`src/rtl/pwm_multi_if.sv`:
```
// Register-side bus of the multi-channel PWM: run enable, period/width load and status.
// The register block drives the master side; pwm_multi is the slave.
interface pwm_multi_if #(
  parameter int W = 16,
  parameter int N = 3
);
  logic           en;
  logic [W-1:0]   period;
  logic [N*W-1:0] width;
  logic           load;
  logic [N-1:0]   pwm;
  logic           period_end;
  logic           pending;

  modport master (output en, period, width, load, input pwm, period_end, pending);
  modport slave  (input en, period, width, load, output pwm, period_end, pending);
endinterface

```
`src/rtl/pwm_multi.sv`:
```
// N-channel PWM sharing one W-bit counter, edge- or center-aligned, with shadowed
// period/width registers that take effect only at a period boundary.
//
// dir state | meaning
// DIR_UP    | counting up (always the case in edge mode and while disabled)
// DIR_DN    | center mode, counting down from P toward 0
module pwm_multi #(
  parameter int W      = 16,
  parameter int N      = 3,
  parameter int CENTER = 0
) (
  input  logic       clk_i,
  input  logic       rst_i,
  pwm_multi_if.slave bus
);

  localparam logic [0:0]   DIR_UP = 1'b0;
  localparam logic [0:0]   DIR_DN = 1'b1;
  localparam logic [W-1:0] ONE    = W'(1);

  logic [W-1:0]   cnt_q, cnt_d;
  logic [0:0]     dir_q, dir_d;
  logic [W-1:0]   per_act_q, per_act_d;
  logic [N*W-1:0] wid_act_q, wid_act_d;
  logic [W-1:0]   per_sh_q, per_sh_d;
  logic [N*W-1:0] wid_sh_q, wid_sh_d;
  logic           pending_q, pending_d;
  logic [N-1:0]   pwm_q, pwm_d;
  logic           pe_q, pe_d;
  logic           bnd;
  logic           apply;

  always_comb begin
    bnd   = (CENTER != 0) ? (cnt_q == '0) : (cnt_q >= per_act_q);
    // Disabled counts as a boundary so loads while stopped land in the active set at once.
    apply = ~bus.en | bnd;

    per_sh_d  = per_sh_q;
    wid_sh_d  = wid_sh_q;
    per_act_d = per_act_q;
    wid_act_d = wid_act_q;
    pending_d = pending_q;

    if (bus.load) begin
      per_sh_d = bus.period;
      wid_sh_d = bus.width;
    end

    if (apply) begin
      pending_d = 1'b0;
      if (bus.load) begin
        per_act_d = bus.period;
        wid_act_d = bus.width;
      end else if (pending_q) begin
        per_act_d = per_sh_q;
        wid_act_d = wid_sh_q;
      end
    end else if (bus.load) begin
      pending_d = 1'b1;
    end

    cnt_d = '0;
    dir_d = DIR_UP;
    if (bus.en) begin
      if (CENTER == 0) begin
        if (!bnd) cnt_d = cnt_q + ONE;
      end else if (per_act_d != '0) begin
        // Leaving cnt==0 already uses the period that takes effect on this edge.
        if (cnt_q == '0) begin
          cnt_d = ONE;
        end else if (dir_q == DIR_DN || cnt_q >= per_act_q) begin
          cnt_d = cnt_q - ONE;
          dir_d = DIR_DN;
        end else begin
          cnt_d = cnt_q + ONE;
        end
      end
    end

    pe_d = bus.en & bnd;
    for (int i = 0; i < N; i++) begin
      pwm_d[i] = bus.en & (cnt_q < wid_act_q[i*W +: W]);
    end
  end

  always_ff @(posedge clk_i or posedge rst_i) begin
    if (rst_i) begin
      cnt_q     <= '0;
      dir_q     <= DIR_UP;
      per_act_q <= '0;
      wid_act_q <= '0;
      per_sh_q  <= '0;
      wid_sh_q  <= '0;
      pending_q <= 1'b0;
      pwm_q     <= '0;
      pe_q      <= 1'b0;
    end else begin
      cnt_q     <= cnt_d;
      dir_q     <= dir_d;
      per_act_q <= per_act_d;
      wid_act_q <= wid_act_d;
      per_sh_q  <= per_sh_d;
      wid_sh_q  <= wid_sh_d;
      pending_q <= pending_d;
      pwm_q     <= pwm_d;
      pe_q      <= pe_d;
    end
  end

  assign bus.pwm        = pwm_q;
  assign bus.period_end = pe_q;
  assign bus.pending    = pending_q;

endmodule

```
`src/flat_wrapper.sv`:
```
// flat-port wrapper written by rule: the top's interface ports become plain ports
module pwm_multi_flat 
#(
  parameter int W      = 16,
  parameter int N      = 3,
  parameter int CENTER = 0
)
  (clk_i, rst_i, bus_en, bus_period, bus_width, bus_load, bus_pwm, bus_period_end, bus_pending);
  pwm_multi_if #(.W(W), .N(N)) bus_i ();
  input  logic clk_i;
  input  logic rst_i;
  input wire logic [$bits(bus_i.en)-1:0] bus_en;
  input wire logic [$bits(bus_i.period)-1:0] bus_period;
  input wire logic [$bits(bus_i.width)-1:0] bus_width;
  input wire logic [$bits(bus_i.load)-1:0] bus_load;
  output wire logic [$bits(bus_i.pwm)-1:0] bus_pwm;
  output wire logic [$bits(bus_i.period_end)-1:0] bus_period_end;
  output wire logic [$bits(bus_i.pending)-1:0] bus_pending;
  assign bus_i.en = bus_en;
  assign bus_i.period = bus_period;
  assign bus_i.width = bus_width;
  assign bus_i.load = bus_load;
  assign bus_pwm = bus_i.pwm;
  assign bus_period_end = bus_i.period_end;
  assign bus_pending = bus_i.pending;
  pwm_multi #(.W(W), .N(N), .CENTER(CENTER)) u_core (.clk_i(clk_i), .rst_i(rst_i), .bus(bus_i));
endmodule
```
`config.mk`:
```
export PLATFORM = sky130hd
export DESIGN_NAME = pwm_multi_flat
export DESIGN_NICKNAME = d
export VERILOG_FILES = /design/src/rtl/pwm_multi_if.sv /design/src/rtl/pwm_multi.sv /design/src/flat_wrapper.sv
export SDC_FILE = /design/constraint.sdc
export NUM_CORES = 1
export LEC_CHECK = 0
export CORE_AREA = 3 3 133 135
export CTS_BUF_LIST = sky130_fd_sc_hd__clkbuf_16
export DETAILED_ROUTE_END_ITERATION = 10
export DIE_AREA = 0 0 136 138
export GPL_ROUTABILITY_DRIVEN = 0
export HOLD_SLACK_MARGIN = 0.15
export PLACE_DENSITY_LB_ADDON = 0.12
export SLEW_MARGIN = 10
export SYNTH_ARGS = -nofsm -noshare
export SYNTH_HDL_FRONTEND = slang
export SYNTH_SLANG_ARGS = --single-unit
```
`constraint.sdc`:
```
create_clock -name clk_i -period 5.2 [get_ports clk_i]
set_input_delay 0.78 -clock clk_i [delete_from_list [all_inputs] [get_ports clk_i]]
set_output_delay 0.78 -clock clk_i [all_outputs]
set_load 0.005 [all_outputs]
```
==> run_results.csv, run 1 <==
group,metric,value,unit
timing,skew,10.21,ps
floorplanning,die_h,138,um
clock_tree,ctsResizeCount,0,
global_routing,grt-ovfl-total,0,
clock_tree,numCtsBuffers,17,
routing,drc,0,
clock_tree,cts.clk_slew.worst_paths,60,ps
worst_setup_path,critPathKind,"flip-flop to flip-flop",
clock_tree,root_buffer,"clkbuf_16",
timing,rsz0062_at_grt,"false",
yosys,syn-cell-area,0.007436,mm^2
routing,vias,4324,
run,drv_cap,0,
global_routing,use_met1,22.12,%
worst_setup_path,critPathLaunchType,"flip-flop",
timing,worst_pin_slew,920.7,ps
floorplanning,core,0.01658,mm^2
yosys,ys_async_sr_fraction,100.0,%
worst_setup_path,cp-end-kind,"flip-flop",
run_status,outcome,"finished clean",
floorplanning,rows,47,
min_path,hp-class,"flip-flop to flip-flop",
worst_setup_path,critPathArrivalTime,3670,ps
finish,nets,775,
timing,timing.final.crit_share,64.75,%
finish,syn_to_final_growth,21.05,%
clock_tree,clock-sinks,149,
yosys,ys.flop_type,"dfrtp_1",
global_routing,antenna_found_initial,0,
routing,vias_per_cell,4.925,
clock_tree,ctsHtreeMaxLevel,4,
floorplanning,num_io_pins,73,
clock_tree,cts_buffer_depth,2,
placement,portBuffers,72,
yosys,synthCells,565,
timing,hold_viol_final,0,
yosys,synth_nets,695,
clock_tree,post_cts_buffers,0,
placement,dpl.hpwl,9725,um
global_routing,grt_pass1_wl,23470,um
worst_setup_path,critPathRequiredTime,5500,ps
power_and_ir_drop,total_power,3.394,mW
timing,fmax,297.0,MHz
floorplanning,die_x,136,um
timing,period_needed,3367,ps
global_routing,grt_use_met2,24.12,%
global_routing,grt_pass1_vias,4646,
routing,drtPass1Iterations,4,
yosys,synth_area_per_cell,13.16,um^2
placement,dpl.cell_count,846,
routing,drt_first_iter_violations,135,
global_routing,busiest_layer,"met2",
finish,fin_area,0.009001,mm^2
timing,tns,0,ps
finish,n_antenna_cell,0,
routing,drtAntennaViolNets,0,
clock_tree,ctsHoldBuffers,0,
routing,routedWlPerCell,15.73,um
finish,final_core_util,54.28,%
yosys,yosysUniqueCellTypes,33,
timing,final_max_slew_viol_count,0,
finish,fin_cells,878,
timing,slew_headroom,38.62,%
power_and_ir_drop,p_leak,4.303,nW
yosys,synth-edff-count,0,
yosys,yosysSeqAreaShare,50.14,%
yosys,ys_ff_latch,149,
routing,routed_wl,13810,um
clock_tree,insertion_delay,430,ps
placement,placed_area,0.008292,mm^2
floorplanning,start_util,44.84,%
power_and_ir_drop,power_density,377.1,mW/mm^2
global_routing,grt_max_degree,108,
worst_setup_path,critPathMaxFanout,33,
global_routing,track_usage,15.86,%
clock_tree,cts_tree,"built",
power_and_ir_drop,ir_drop,223.2,uV
finish,nFillCells,1371,
global_routing,grt_use_met3,3.488,%
floorplanning,dieArea,0.01877,mm^2
yosys,ys_warn_count,0,
finish,drive_above_1_share,25.53,%
timing,finalSetupViolations,0,
cells by family (layout without fill, tap and decap cells):
kind of cell	Yosys count	count (layout)	share of synthesized area (%)
flops	149	149	50.14
mux	128	128	22.41
buf+inv	80	173	5.569
simple gates	76	76	5.166
fa+ha+maj	62	62	10.43
compound gates	58	58	4.863
xor+xnor	12	12	1.414
worst paths after layout:
check / depth (start not counted) / start / slack (ps) / to
max reg2reg: 7 / u_core.cnt_q[13] / 1830 / u_core.wid_act_q[18]
min in group asynchronous: 2 / rst_i / 940 / u_core.wid_sh_q[1]
min: 1 / u_core.wid_sh_q[26] / 500 / u_core.wid_sh_q[26]
max in group asynchronous: 3 / rst_i / 3160 / u_core.wid_act_q[30]
min reg2reg: 1 / u_core.wid_sh_q[26] / 500 / u_core.wid_sh_q[26]
max: 7 / u_core.cnt_q[13] / 1830 / u_core.wid_act_q[18]
report_power, final:
| part | internal [mW] | switching [mW] | total (mW) |
|---|---|---|---|
| combinational | 0.308 | 0.216 | 0.524 |
| clock | 0.993 | 0.485 | 1.48 |
| sequential | 1.31 | 0.0795 | 1.39 |
cell type report:
class / count / area [um^2] / area share [%]
inverters: 65 / 249.0 / 2.766
clock buffers: 17 / 425.4 / 4.726
multi-input cells: 336 / 3293 / 36.59
flip-flops and latches: 149 / 3729 / 41.42
clock inverters: 15 / 284.0 / 3.155
repair buffers: 76 / 745.7 / 8.285
well taps: 220 / 275.3 / 3.058
through the flow:
step                worst slack, ps  hold slack [ps]
CTS                            1813            500.3
finish                         1833            496.2
global route                   1660            512.3
detailed placement             1818            486.7
floorplan                     412.0            468.1
global placement               1877            487.7
synth_stat cells (8+ instances only):
cell | number | area, um^2
ha_1 | 62 | 775.7
nand4_1 | 11 | 68.82
mux2_4 | 60 | 900.9
clkbuf_1 | 8 | 30.03
inv_1 | 65 | 244.0
xor2_1 | 9 | 78.83
a21oi_1 | 27 | 135.1
nand2_1 | 14 | 52.55
mux2_2 | 68 | 765.7
dfrtp_1 | 149 | 3729
nor2_1 | 25 | 93.84
o21ai_0 | 14 | 70.07
cell usage in the layout (no fill, tap or decap), drive strengths merged, types with 3 or more instances in the layout:
cell type and n:
mux2 128, nor2b 5, bufinv 8, buf 5
dfrtp 149, nand2b 3, ha 62, nand4 11
nand3b 3, inv 68, or3 3, a41oi 4
a2111oi 3, xnor2 3, clkdlybuf4s50 71, nor2 25
clkbuf 17, a21o 6, xor2 9, nand3 6
nand2 14, o21ai 15, a21oi 27
state kept, by name, summed over array words and instances (netlist names):
| name | count |
|---|---|
| u_core.bus.pending | 1 |
| u_core.bus.period_end | 1 |
| u_core.bus.pwm | 3 |
| u_core.cnt_q | 16 |
| u_core.per_act_q | 16 |
| u_core.per_sh_q | 16 |
| u_core.wid_act_q | 48 |
| u_core.wid_sh_q | 48 |
critical path: stages, from the launching register on:
cell and delay [ps]:
dfrtp_1 470, ha_1 340, nand4_1 120, or3_4 420, o211ai_4 450, and2_4 630, buf_4 430, mux2_2 370
metal layers:
layer / vias up / wire (um)
li1: 2122 / -
met1: 2108 / 6736
met2: 72 / 6306
met3: 22 / 456
met4: 0 / 314
met5: - / 0
Power figures use the tool's default switching activity.
==> run 2: changes to the inputs <==
clock period = 2.8 ns   (was 5.2 ns; I/O delays follow)
==> run_results.csv, run 2 (same netlist as run 1, synthesis figures left out) <==
group,metric,value,unit
run_status,outcome,"finished clean",
finish,layout_commonest_cell,"dfrtp_1",
timing,skew,8.665,ps
global_routing,grt_pass1_vias,4781,
timing,final_max_slew_viol_count,0,
clock_tree,cts_buffer_depth,2,
timing,tns,0,ps
clock_tree,cts.clk_slew.worst_paths,60,ps
global_routing,grt_pass1_wl,24310,um
routing,vias_per_cell,4.871,
worst_setup_path,timing.rr.end,"u_core.wid_act_q[33]",
worst_setup_path,critPathMaxFanout,25,
worst_setup_path,setup.worst_path.end,"u_core.wid_act_q[33]",
timing,rsz0062_at_grt,"false",
finish,nets,793,
clock_tree,clock-sinks,149,
power_and_ir_drop,p_leak,4.317,nW
routing,drtAntennaViolNets,0,
finish,mostFrequentLayoutCells,"dfrtp_1 (149), clkdlybuf4s50_1 (71), mux2_2 (68), inv_1 (67), ha_1 (62)",
placement,portBuffers,72,
finish,fin_area,0.009010,mm^2
clock_tree,ctsHtreeMaxLevel,4,
routing,drt_first_iter_violations,207,
worst_setup_path,critPathRequiredTime,3110,ps
clock_tree,cts_tree,"built",
power_and_ir_drop,power_frac_comb,17.9,%
routing,drc,0,
floorplanning,start_util,44.84,%
power_and_ir_drop,ir_drop,394.1,uV
run,drv_cap,0,
clock_tree,ctsHoldBuffers,0,
global_routing,grt-ovfl-total,0,
finish,syn_to_final_growth,21.17,%
power_and_ir_drop,seq_power_share,46.1,%
power_and_ir_drop,power_density,619.9,mW/mm^2
floorplanning,rows,47,
worst_setup_path,critPathArrivalTime,2860,ps
worst_setup_path,rr_startpoint,"u_core.cnt_q[14]",
finish,n_antenna_cell,0,
worst_setup_path,startpoint,"u_core.cnt_q[14]",
floorplanning,num_io_pins,73,
timing,timing.final.crit_share,91.33,%
clock_tree,insertion_delay,420,ps
timing,fmax,391.0,MHz
placement,placed_area,0.008488,mm^2
timing,slew_headroom,61.86,%
power_and_ir_drop,p_switching,1.443,mW
routing,routed_wl,14110,um
timing,period_needed,2557,ps
worst_setup_path,critPathKind,"flip-flop to flip-flop",
finish,drive_above_1_share,27.51,%
global_routing,grt_max_degree,86,
routing,drtPass1Iterations,4,
worst_setup_path,r2r_cells,7,
min_path,hp-class,"primary input to async pin",
global_routing,track_usage,16.38,%
worst_setup_path,cp-end-kind,"flip-flop",
power_and_ir_drop,switching_share,25.83,%
finish,reg_top3,"u_core.wid_act_q (48), u_core.wid_sh_q (48)",
timing,hold_viol_final,0,
power_and_ir_drop,clkPwrFrac,36.0,%
clock_tree,post_cts_buffers,0,
routing,vias,4364,
clock_tree,ctsResizeCount,0,
routing,routedWlPerCell,15.75,um
timing,timing.final.ws_setup,242.7,ps
finish,nFillCells,1419,
floorplanning,die_h,138,um
timing,worst_pin_slew,566.1,ps
clock_tree,root_buffer,"clkbuf_16",
power_and_ir_drop,intPower,4.142,mW
floorplanning,dieArea,0.01877,mm^2
worst_setup_path,r2r_slack,240,ps
floorplanning,core,0.01658,mm^2
clock_tree,numCtsBuffers,17,
placement,dpl.hpwl,10130,um
floorplanning,die_x,136,um
timing,finalSetupViolations,0,
worst_setup_path,critPathLaunchType,"flip-flop",
global_routing,antenna_found_initial,0,
placement,preCtsSetupSlack,244.0,ps
==> run 2: per-stage QoR <==
stage | hold WS (ps) | util (%) | total power [mW] | cells
floorplan | 468.1 | - | 3.332 | 565
global placement | 485.5 | 51.18 | 3.587 | 864
detailed placement | 488.5 | 51.18 | 3.623 | 864
CTS | 229.9 | 54.33 | 5.659 | 896
global route | 239.7 | 54.33 | 5.897 | 896
finish | 239.7 | 54.33 | 5.585 | 896
==> run 2: area by class of cell <==
cell class                      instances  area [um^2]  share of cell area, %
Clock buffer                           17        425.4                  4.722
Clock inverter                         15        96.34                  1.069
Inverter                               65        247.7                  2.750
Multi-Input combinational cell        336         3293                  36.55
Sequential cell                       149         3729                  41.38
Tap cell                              220        275.3                  3.055
Timing Repair Buffer                   94        943.4                  10.47
==> run 2: metal layers <==
layer  wire (um)  vias up  track usage (%)
met3         506       16            4.251
met2        6401       75            24.64
met1        6970     2122            23.39
met5           0        -                0
li1            -     2151                -
met4         231        0            4.934
==> run 2: power groups by stage <==
| stage | combinational, mW | clock (mW) | sequential (mW) |
|---|---|---|---|
| after floorplan | 0.765 | 0 | 2.57 |
| after global placement | 0.980 | 0 | 2.61 |
| after detailed placement | 1.01 | 0 | 2.61 |
| after CTS | 1.02 | 2.06 | 2.58 |
| after global routing | 1.13 | 2.15 | 2.61 |
| final | 1.00 | 2.01 | 2.58 |
==> run 2: worst min-delay path by stage <==
stage	startpoint	depth (start not counted)	to
after global routing	rst_i	2	u_core.wid_sh_q[1]
after detailed placement	u_core.wid_sh_q[20]	1	u_core.wid_sh_q[20]
after global placement	u_core.wid_sh_q[21]	1	u_core.wid_sh_q[21]
after CTS	rst_i	2	u_core.wid_sh_q[1]
after floorplan	u_core.wid_sh_q[18]	1	u_core.wid_sh_q[18]
final	rst_i	2	u_core.wid_sh_q[1]
==> run 2: critical path, cell delays in order, from the launching register on <==
cell and delay (ps):
dfrtp_1 480, ha_1 340, nand4_1 100, or3_4 420, o211ai_4 190, and2_4 320
buf_12 260, mux2_4 320
==> run 3: changes to the inputs <==
CORE_AREA = 3 3 124 126   (was 3 3 133 135)
DIE_AREA = 0 0 127 129   (was 0 0 136 138)
SLEW_MARGIN = not set   (was 10)
==> run_results.csv, run 3 (same netlist as run 1, synthesis figures left out) <==
group,metric,value,unit
timing,final_max_slew_viol_count,0,
worst_setup_path,timing.rr.end,"u_core.wid_act_q[11]",
worst_setup_path,r2r_cells,7,
clock_tree,cts_buffer_depth,2,
global_routing,grt_pass1_wl,24230,um
routing,drtAntennaViolNets,0,
routing,drt_first_iter_violations,215,
timing,finalSetupViolations,0,
clock_tree,post_cts_buffers,0,
finish,mostFrequentLayoutCells,"dfrtp_1 (149), clkdlybuf4s50_1 (71), mux2_2 (68), inv_1 (64), ha_1 (62)",
min_path,hold-path-cell-count,3,
run_status,outcome,"finished clean",
timing,slew_headroom,46.13,%
clock_tree,ctsHoldBuffers,0,
timing,worst_pin_slew,808.1,ps
floorplanning,die_h,129,um
clock_tree,ctsHtreeMaxLevel,4,
finish,nets,791,
timing,fmax,388.3,MHz
worst_setup_path,critPathArrivalTime,2880,ps
global_routing,grt_max_degree,150,
min_path,hold_end,"u_core.bus.pending",
finish,final_core_util,62.76,%
placement,portBuffers,72,
power_and_ir_drop,total_power,6.079,mW
clock_tree,numCtsBuffers,17,
finish,syn_to_final_growth,21.74,%
floorplanning,die_x,127,um
finish,drive_above_1_share,27.27,%
floorplanning,rows,44,
worst_setup_path,rr_startpoint,"u_core.cnt_q[13]",
min_path,hp-start,"bus_load",
worst_setup_path,crit_chain,"ha_1 -> nand4_1 -> or3_4 -> o211ai_4 -> and2_4 -> buf_12 -> mux2_4",
timing,hold_viol_final,0,
clock_tree,clock-sinks,149,
worst_setup_path,critPathRequiredTime,3110,ps
timing,timing.final.crit_share,91.98,%
routing,drtPass1Iterations,4,
clock_tree,root_buffer,"clkbuf_16",
worst_setup_path,cp_slowest_cell,"dfrtp_1",
global_routing,antenna_found_initial,0,
finish,fin_area,0.009052,mm^2
run,drv_cap,0,
placement,placed_area,0.008416,mm^2
routing,drc,0,
floorplanning,num_io_pins,73,
floorplanning,core,0.01442,mm^2
global_routing,grt_pass1_vias,4747,
finish,reg_top3,"u_core.wid_act_q (48), u_core.wid_sh_q (48)",
global_routing,grt-ovfl-total,0,
worst_setup_path,critPathLaunchType,"flip-flop",
power_and_ir_drop,p_leak,4.368,nW
placement,dpl.hpwl,9957,um
finish,n_antenna_cell,0,
routing,routed_wl,14330,um
floorplanning,start_util,51.55,%
worst_setup_path,cp-end-kind,"flip-flop",
routing,vias_per_cell,5.150,
routing,routedWlPerCell,16.76,um
min_path,hp-class,"primary input to flip-flop",
clock_tree,insertion_delay,430,ps
timing,period_needed,2575,ps
clock_tree,cts_tree,"built",
worst_setup_path,r2r_slack,220,ps
timing,rsz0062_at_grt,"false",
floorplanning,dieArea,0.01638,mm^2
worst_setup_path,crit_path_max_incr_delay,470,ps
global_routing,track_usage,19.13,%
power_and_ir_drop,ir_drop,387.9,uV
clock_tree,ctsResizeCount,0,
clock_tree,cts.clk_slew.worst_paths,60,ps
worst_setup_path,critPathMaxFanout,25,
routing,vias,4403,
power_and_ir_drop,power_density,671.5,mW/mm^2
timing,tns,0,ps
timing,skew,8.188,ps
worst_setup_path,critPathKind,"flip-flop to flip-flop",
finish,layout_commonest_cell,"dfrtp_1",
[run 3: worst max path at each step]
stage          depth (start not counted)  slack [ps]                    to             start
2_1_floorplan                          8         410   u_core.per_act_q[0]  u_core.cnt_q[13]
3_3_place_gp                           7         290  u_core.wid_act_q[33]  u_core.cnt_q[13]
3_5_place_dp                           7         210   u_core.wid_act_q[3]  u_core.cnt_q[13]
4_1_cts                                7         200   u_core.wid_act_q[3]  u_core.cnt_q[13]
5_1_grt                                7         120  u_core.wid_act_q[32]  u_core.cnt_q[13]
6_report                               7         220  u_core.wid_act_q[11]  u_core.cnt_q[13]
[run 3: metal layers]
layer,up-vias,routed length (um),GRT usage (%),share of wire (%)
met2,81,6571,29.36,46
met4,0,406,8.454,2.8
li1,2133,-,-,-
met3,28,554,4.649,3.9
met1,2161,6795,26.02,47
met5,-,0,0,0
[run 3: report_power, final]
part / leakage [nW] / total, mW / switching [mW] / internal (mW)
registers: 1.78 / 2.58 / 0.143 / 2.44
clock network: 0.312 / 2.49 / 0.845 / 1.64
logic: 2.27 / 1.01 / 0.421 / 0.589
[run 3: area by class of cell]
class                           instances  area (um^2)
Fill cell                            1127         5371
Sequential cell                       149         3729
Multi-Input combinational cell        336         3293
Timing Repair Buffer                   92        915.9
Clock buffer                           17        425.4
Inverter                               65        247.7
Tap cell                              184        230.2
Clock inverter                         12        211.5
[run 3: worst max-delay path: cells and delay by family, from the launching register on]
family | cells | cell delay [ps]
AND/OR/NAND/NOR | 3 | 870
AO/OA/AOI/OAI | 1 | 190
multiplexers | 1 | 330
flip-flops | 1 | 470
adder cells (fa/ha/maj) | 1 | 330
buffers and inverters | 1 | 260
[run 3: through the flow]
| stage | hold WS (ps) | cells | setup WS [ps] |
|---|---|---|---|
| finish | 411.2 | 855 | 224.6 |
| global placement | 486.9 | 826 | 293.3 |
| CTS | 403.0 | 855 | 199.1 |
| floorplan | 468.1 | 565 | 407.4 |
| detailed placement | 486.8 | 826 | 211.5 |
| global route | 443.3 | 855 | 117.0 |
